## config.mk

```make
export PLATFORM = sky130hd
export DESIGN_NAME = rst_seq
export DESIGN_NICKNAME = d
export VERILOG_FILES = /design/src/rtl/rst_seq_pkg.sv /design/src/rtl/rst_seq_sync.sv /design/src/rtl/rst_seq.sv
export SDC_FILE = /design/constraint.sdc
export NUM_CORES = 1
export LEC_CHECK = 0
export CORE_MARGIN = 2
export CORE_UTILIZATION = 40
export CTS_CLUSTER_DIAMETER = 150
export DETAILED_ROUTE_END_ITERATION = 12
export HOLD_SLACK_MARGIN = 0.03
export PLACE_DENSITY_LB_ADDON = 0.15
export SLEW_MARGIN = 20
export SYNTH_ARGS = -nofsm -noshare
export SYNTH_HDL_FRONTEND = slang
export SYNTH_SLANG_ARGS = --single-unit
```

## constraint.sdc

```tcl
create_clock -name ck -period 4 [get_ports ck]
set_input_delay 0.4 -clock ck [delete_from_list [all_inputs] [get_ports ck]]
set_output_delay 0.4 -clock ck [all_outputs]
set_load 0.05 [all_outputs]
```

## src/rtl/rst_seq_pkg.sv

```systemverilog
// Shared types and helpers for the reset sequencer.
// State encoding and width helpers live here.
package rst_seq_pkg;

  typedef enum logic [2:0] {
    HOLD    = 3'd0,
    RELEASE = 3'd1,
    RUN     = 3'd2,
    SWRST   = 3'd3,
    ACK     = 3'd4
  } state_e;

  // Ceiling log2; clog2(1) = 0.
  function automatic int clog2(input int v);
    int r;
    r = 0;
    for (int i = 0; i < 31; i++) begin
      if ((1 << i) < v) r = i + 1;
    end
    return r;
  endfunction

  // Counter width: clog2 with a floor of one bit.
  function automatic int cw(input int v);
    return (clog2(v) < 1) ? 1 : clog2(v);
  endfunction

endpackage

```

## src/rtl/rst_seq_sync.sv

```systemverilog
// Async-assert / sync-deassert flop chain.
// Each stage is a library reset flop shifting in 1.
module rst_sync #(
  parameter int SYNC = 2
) (
  input  logic ck,
  input  logic nrst,
  output logic q
);

  logic [SYNC-1:0] sync_q;

  // Shift a constant 1 through the chain once nrst is high.
  always_ff @(posedge ck or negedge nrst) begin
    if (!nrst) begin
      sync_q <= '0;
    end else begin
      sync_q <= {sync_q[SYNC-2:0], 1'b1};
    end
  end

  assign q = sync_q[SYNC-1];

endmodule

```

## src/rtl/rst_seq.sv

```systemverilog
// Reset sequencer: staggered domain release plus a
// four-phase software-reset handshake.
module rst_seq #(
  parameter int NDOM = 3,
  parameter int SYNC = 2,
  parameter int DLY  = 4
) (
  input  logic            ck,
  input  logic            nrst,
  input  logic            swrst_req,
  output logic            swrst_ack,
  output logic [NDOM-1:0] dom_nrst,
  output logic            ready
);

  import rst_seq_pkg::*;

  localparam int CW = cw(DLY);
  localparam int IW = cw(NDOM);

  localparam logic [CW-1:0] CNT_LAST = CW'(DLY - 1);
  localparam logic [IW-1:0] IDX_LAST = IW'(NDOM - 1);

  logic            sync_rel;
  state_e          state_q;
  logic [CW-1:0]   cnt_q;
  logic [IW-1:0]   idx_q;
  logic [NDOM-1:0] dom_q;
  logic            ready_q;
  logic            ack_q;
  logic            cnt_end;
  logic            idx_end;
  logic [CW-1:0]   cnt_d;

  rst_sync #(
    .SYNC (SYNC)
  ) u_sync (
    .ck   (ck),
    .nrst (nrst),
    .q    (sync_rel)
  );

  // Terminal-count decode and the incremented count.
  always_comb begin
    cnt_end = (cnt_q == CNT_LAST);
    idx_end = (idx_q == IDX_LAST);
    cnt_d   = cnt_q + 1'b1;
  end

  // Sequencer FSM; all outputs are registered here.
  always_ff @(posedge ck or negedge nrst) begin
    if (!nrst) begin
      state_q <= HOLD;
      cnt_q   <= '0;
      idx_q   <= '0;
      dom_q   <= '0;
      ready_q <= 1'b0;
      ack_q   <= 1'b0;
    end else begin
      unique case (state_q)
        HOLD: begin
          if (sync_rel) begin
            state_q <= RELEASE;
            cnt_q   <= '0;
            idx_q   <= '0;
          end
        end
        RELEASE: begin
          if (cnt_end) begin
            for (int k = 0; k < NDOM; k++) begin
              if (idx_q == IW'(k)) dom_q[k] <= 1'b1;
            end
            cnt_q <= '0;
            if (idx_end) begin
              idx_q   <= '0;
              ready_q <= 1'b1;
              state_q <= RUN;
            end else begin
              idx_q <= idx_q + 1'b1;
            end
          end else begin
            cnt_q <= cnt_d;
          end
        end
        RUN: begin
          if (swrst_req) begin
            dom_q   <= '0;
            ready_q <= 1'b0;
            cnt_q   <= '0;
            state_q <= SWRST;
          end
        end
        SWRST: begin
          if (cnt_end) begin
            ack_q   <= 1'b1;
            state_q <= ACK;
          end else begin
            cnt_q <= cnt_d;
          end
        end
        ACK: begin
          if (!swrst_req) begin
            ack_q   <= 1'b0;
            cnt_q   <= '0;
            idx_q   <= '0;
            state_q <= RELEASE;
          end
        end
        default: begin
          state_q <= HOLD;
          dom_q   <= '0;
          ready_q <= 1'b0;
          ack_q   <= 1'b0;
        end
      endcase
    end
  end

  assign dom_nrst  = dom_q;
  assign ready     = ready_q;
  assign swrst_ack = ack_q;

endmodule

```

==> impl_metrics.py, run 1 <==
metrics = {
    "outcome": {
        "outcome": "finished, final reports clean",
    },
    "route": {
        "routed-wl-met2_um": 446,
        "postRouteAntennaNets": 0,
        "vias": 456,
        "highest_layer": "met4",
        "wl_per_cell_um": 12.4,
        "vias_per_cell": 5.36,
        "drc": 0,
        "drt_iter0_markers": 12,
        "wirelength_mm": 1.06,
        "wl_met1_um": 544,
        "wl_met3_um": 48,
        "first_pass_iters": 4,
    },
    "timing": {
        "min_period_ns": 1.85,
        "fin_setup_tns_ns": 0,
        "skew_ns": 0.00398,
        "fmax_mhz": 541,
        "slew_violations": 0,
        "timing.final.crit_share": 0.462,
        "worst_pin_slew_ns": 0.569,
        "setup_viol": 0,
        "grt_setup_unrepaired": "no",
        "hold_violations": 0,
        "max_slew_margin": 0.619,
    },
    "setup_path": {
        "slowest_delay_ns": 0.81,
        "path_class": "flop to output port",
        "critPathTopFamily": "buffers and inverters",
        "path_buf_inv": 1,
        "cp_max_fo": 3,
        "crit_arrival_ns": 1.45,
        "path_cells": "clkdlybuf4s50_1",
        "crit_required_ns": 3.60,
        "crit_path_end_kind": "output port",
        "cpMaxStageDelayCell": "clkdlybuf4s50_1",
        "crit_path_start_kind": "flop",
    },
    "final_layout": {
        "nFillCells": 146,
        "nNetsFinal": 74,
        "layout_commonest_cell": "dfrtp_1",
        "synthToLayoutAreaGrowth_pct": 13.3,
        "final_cell_mix": "dfrtp_1, clkdlybuf4s50_1, nand2_1",
        "diodes": 0,
        "layout-drive-gt1-share": 0.130,
        "fin_area_um2": 727,
    },
    "yosys": {
        "syn-num-nets": 66,
        "synth_area_um2": 642,
        "synthFlopType": "dfrtp_1",
        "yosysWarnings": 0,
        "ys_ff_latch": 13,
        "ys_types": 29,
        "synthTopCellsByArea": "dfrtp_1, mux2_1, nand2_1",
        "synth_edf_count": 0,
        "yosys.area.top_type": "dfrtp_1",
        "yosysSeqAreaShare": 0.507,
        "synth_top_area_share": 0.507,
        "async_reset_ff_frac": 1.00,
        "syn_avg_cell_area_um2": 10.4,
        "synth_cells": 62,
    },
    "clock_tree": {
        "clock-sinks": 13,
        "cts_setup_buffers": 0,
        "cts_inserted_buffers": 3,
        "clk_pin_slew_ns": 0.08,
        "insertion_delay_ns": 0.27,
        "cts.repair.resized": 0,
        "cts_tree": "built",
        "clockBufferDepth": 2,
        "cts_hold_repair.buffers": 0,
        "root_buffer": "clkbuf_4",
        "htree_num_levels": 1,
    },
    "power_and_ir_drop": {
        "powerDensity_nw_per_um2": 823,
        "p_leak_nw": 0.314,
        "max-vdd-ir-drop_uv": 314,
    },
    "place": {
        "place.gp.congestion": 0.708,
        "postPlaceCellArea_um2": 701,
        "port_buffers": 7,
        "dp_hpwl_um": 759,
    },
    "grt": {
        "overflow": 0,
        "grt_usage": 0.134,
        "grt_pass1_wl_mm": 1.85,
        "grt_start_max_net_pins": 14,
        "grt_pass1_vias": 414,
        "grt_antenna_before_repair": 0,
    },
    "die": {
        "die_x_um": 44.1,
        "die_area_um2": 1940,
        "core_um2": 1510,
        "start_util": 0.426,
        "ios": 8,
        "fp.dieH_um": 44.1,
        "fp-row-count": 14,
    },
    "run": {
        "drv_cap": 0,
    },
    "min_path": {
        "hold_path_class": "flop to flop",
    },
}
==> per-layer routing <==
metal  up-vias  track usage
li1        233            -
met1       213        0.185
met5         -            0
met2         8        0.176
met4         0        0.109
met3         2       0.0327
==> where the power goes <==
| group | internal (mW) | total (mW) | switching [mW] | leakage (nW) |
|---|---|---|---|---|
| combinational | 0.114 | 0.282 | 0.168 | 0.138 |
| clock | 0.0386 | 0.0800 | 0.0415 | 0.0150 |
| sequential | 0.180 | 0.236 | 0.0560 | 0.161 |
==> stage by stage <==
step	worst slack, ns	hold slack [ns]	power (mW)	instances	util
2_1_floorplan	2.67	0.104	0.458	62	-
3_3_place_gp	2.18	0.335	0.523	81	0.465
3_5_place_dp	2.16	0.337	0.523	81	0.465
4_1_cts	2.13	0.356	0.605	85	0.483
5_1_grt	2.08	0.359	0.647	85	0.483
6_report	2.15	0.354	0.598	85	0.483
==> cells by family after synthesis <==
family,after synthesis,synth area share
muxes,2,0.0351
and+or+nand+nor,19,0.158
other,1,0.00584
DFF,13,0.507
buffers and inverters,8,0.0721
adders and majority gates,1,0.0195
AOI/OAI and AO/OA,18,0.203
==> registers in the layout, indices dropped and copies added, names as in the netlist <==
| register | count |
|---|---|
| cnt_q | 2 |
| dom_nrst | 3 |
| idx_q | 2 |
| state_q | 3 |
| swrst_ack | 1 |
| u_sync.sync_q | 2 |
==> final cells by class <==
class / instances / area (µm²) / area share
Sequential cell: 13 / 325 / 0.448
Tap cell: 16 / 20.0 / 0.0275
Multi-Input combinational cell: 41 / 270 / 0.372
Timing Repair Buffer: 7 / 70.1 / 0.0964
Inverter: 4 / 15.0 / 0.0207
Clock buffer: 4 / 26.3 / 0.0361
==> synth_stat cells (2+ instances only) <==
library cell and count:
inv_1 4, dfrtp_1 13, mux2_1 2, o21ai_0 3, buf_4 2, a211oi_1 2, nand3_1 4, nor2_1 3
o22ai_1 2, a31oi_1 2, nand2_1 6, a21oi_1 2
==> worst paths after layout <==
| kind | start | slack [ns] | cells after the start | to |
|---|---|---|---|---|
| max | swrst_ack | 2.15 | 1 | swrst_ack |
| min | u_sync.sync_q[0] | 0.35 | 0 | u_sync.sync_q[1] |
| max reg2reg | state_q[0] | 2.54 | 4 | cnt_q[1] |
| min reg2reg | u_sync.sync_q[0] | 0.35 | 0 | u_sync.sync_q[1] |
| max in group asynchronous | nrst | 3.14 | 1 | idx_q[1] |
| min in group asynchronous | nrst | 0.49 | 1 | swrst_ack |
No activity file was read; power rests on OpenSTA's default activity.
==> inputs of run 2 (changes only) <==
clock period = 1.8 ns   (was 4 ns; I/O delays follow)
==> impl_metrics.py, run 2 (synthesized netlist as in run 1, its figures left out) <==
metrics = {
    "outcome": {
        "outcome": "finished, final reports clean",
    },
    "route": {
        "vias": 477,
        "vias_per_cell": 5.55,
        "drt_iter0_markers": 17,
        "wirelength_mm": 1.06,
        "wl_per_cell_um": 12.3,
        "first_pass_iters": 4,
        "drc": 0,
        "postRouteAntennaNets": 0,
    },
    "setup_path": {
        "cp_max_fo": 3,
        "cpMaxStageDelayCell": "clkdlybuf4s50_1",
        "crit_arrival_ns": 1.45,
        "crit_required_ns": 1.62,
        "slowest_delay_ns": 0.81,
        "path_cells": "clkdlybuf4s50_1",
        "crit_path_end_kind": "output port",
        "reg2reg_slack_ns": 0.32,
        "path_class": "flop to output port",
        "path_buf_inv": 1,
        "critPathTopFamily": "buffers and inverters",
        "crit_path_start_kind": "flop",
    },
    "die": {
        "core_um2": 1510,
        "fp.dieH_um": 44.1,
        "ios": 8,
        "start_util": 0.426,
        "die_area_um2": 1940,
        "fp-row-count": 14,
        "die_x_um": 44.1,
    },
    "clock_tree": {
        "cts_inserted_buffers": 3,
        "cts_tree": "built",
        "cts.repair.resized": 0,
        "root_buffer": "clkbuf_4",
        "cts_hold_repair.buffers": 0,
        "clockBufferDepth": 2,
        "clk_pin_slew_ns": 0.08,
        "clock-sinks": 13,
        "insertion_delay_ns": 0.27,
        "cts_setup_buffers": 0,
        "htree_num_levels": 1,
    },
    "grt": {
        "grt_pass1_vias": 437,
        "overflow": 0,
        "grt_pass1_wl_mm": 1.87,
        "grt_antenna_before_repair": 0,
        "grt_usage": 0.130,
        "grt_start_max_net_pins": 14,
    },
    "place": {
        "dp_hpwl_um": 770,
        "port_buffers": 7,
        "place.gp.congestion": 0.711,
        "postPlaceCellArea_um2": 708,
    },
    "final_layout": {
        "layout-drive-gt1-share": 0.143,
        "synthToLayoutAreaGrowth_pct": 14.4,
        "multi_input_area_um2": 270,
        "register_area_um2": 325,
        "nNetsFinal": 75,
        "fin_area_um2": 734,
        "layout_commonest_cell": "dfrtp_1",
        "diodes": 0,
        "nFillCells": 147,
        "final_cell_mix": "dfrtp_1, clkdlybuf4s50_1, nand2_1",
    },
    "timing": {
        "min_period_ns": 1.63,
        "timing.final.crit_share": 0.908,
        "skew_ns": 0.00324,
        "worst_pin_slew_ns": 0.561,
        "fin_setup_tns_ns": 0,
        "fmax_mhz": 612,
        "slew_violations": 0,
        "hold_violations": 0,
        "setup_viol": 0,
        "max_slew_margin": 0.625,
        "grt_setup_unrepaired": "no",
    },
    "run": {
        "drv_cap": 0,
    },
    "power_and_ir_drop": {
        "powerDensity_nw_per_um2": 1810,
        "p_leak_nw": 0.319,
        "total_power_mw": 1.33,
        "max-vdd-ir-drop_uv": 756,
    },
    "min_path": {
        "hold_path_class": "primary input to async pin",
    },
}
-- run 2: final cells by class --
type	count	area share
Timing Repair Buffer	8	0.106
Multi-Input combinational cell	41	0.368
Clock buffer	4	0.0358
Sequential cell	13	0.443
Tap cell	16	0.0273
Inverter	4	0.0204
-- run 2: power by group --
part           total (mW)  switching (mW)  internal [mW]
registers           0.525           0.125          0.399
clock network       0.176          0.0899         0.0857
logic               0.630           0.376          0.254
-- run 2: metrics by stage --
stage / setup WS [ns] / hold WS, ns / instances / util
after floorplan: 0.466 / -0.116 / 62 / -
after global placement: 0.302 / 0.335 / 82 / 0.470
after detailed placement: 0.292 / 0.338 / 82 / 0.470
after CTS: 0.151 / 0.285 / 86 / 0.488
after global routing: 0.112 / 0.321 / 86 / 0.488
final: 0.166 / 0.268 / 86 / 0.488
-- run 2: per-layer routing --
metal | vias to the layer above | global-route usage | wire, µm
met5 | - | 0 | 0
met4 | 0 | 0.0727 | 11
met3 | 2 | 0.0245 | 54
met2 | 10 | 0.185 | 455
met1 | 227 | 0.186 | 536
li1 | 238 | - | -
-- run 2: final timing paths --
kind	start	endpoint	cells past startpoint
worst min-delay path	nrst	swrst_ack	1
max in group asynchronous	nrst	idx_q[0]	1
min in group ck	u_sync.sync_q[0]	u_sync.sync_q[1]	0
worst max register to register	state_q[0]	cnt_q[0]	4
worst min register to register	u_sync.sync_q[0]	u_sync.sync_q[1]	0
worst max-delay path	swrst_ack	swrst_ack	1
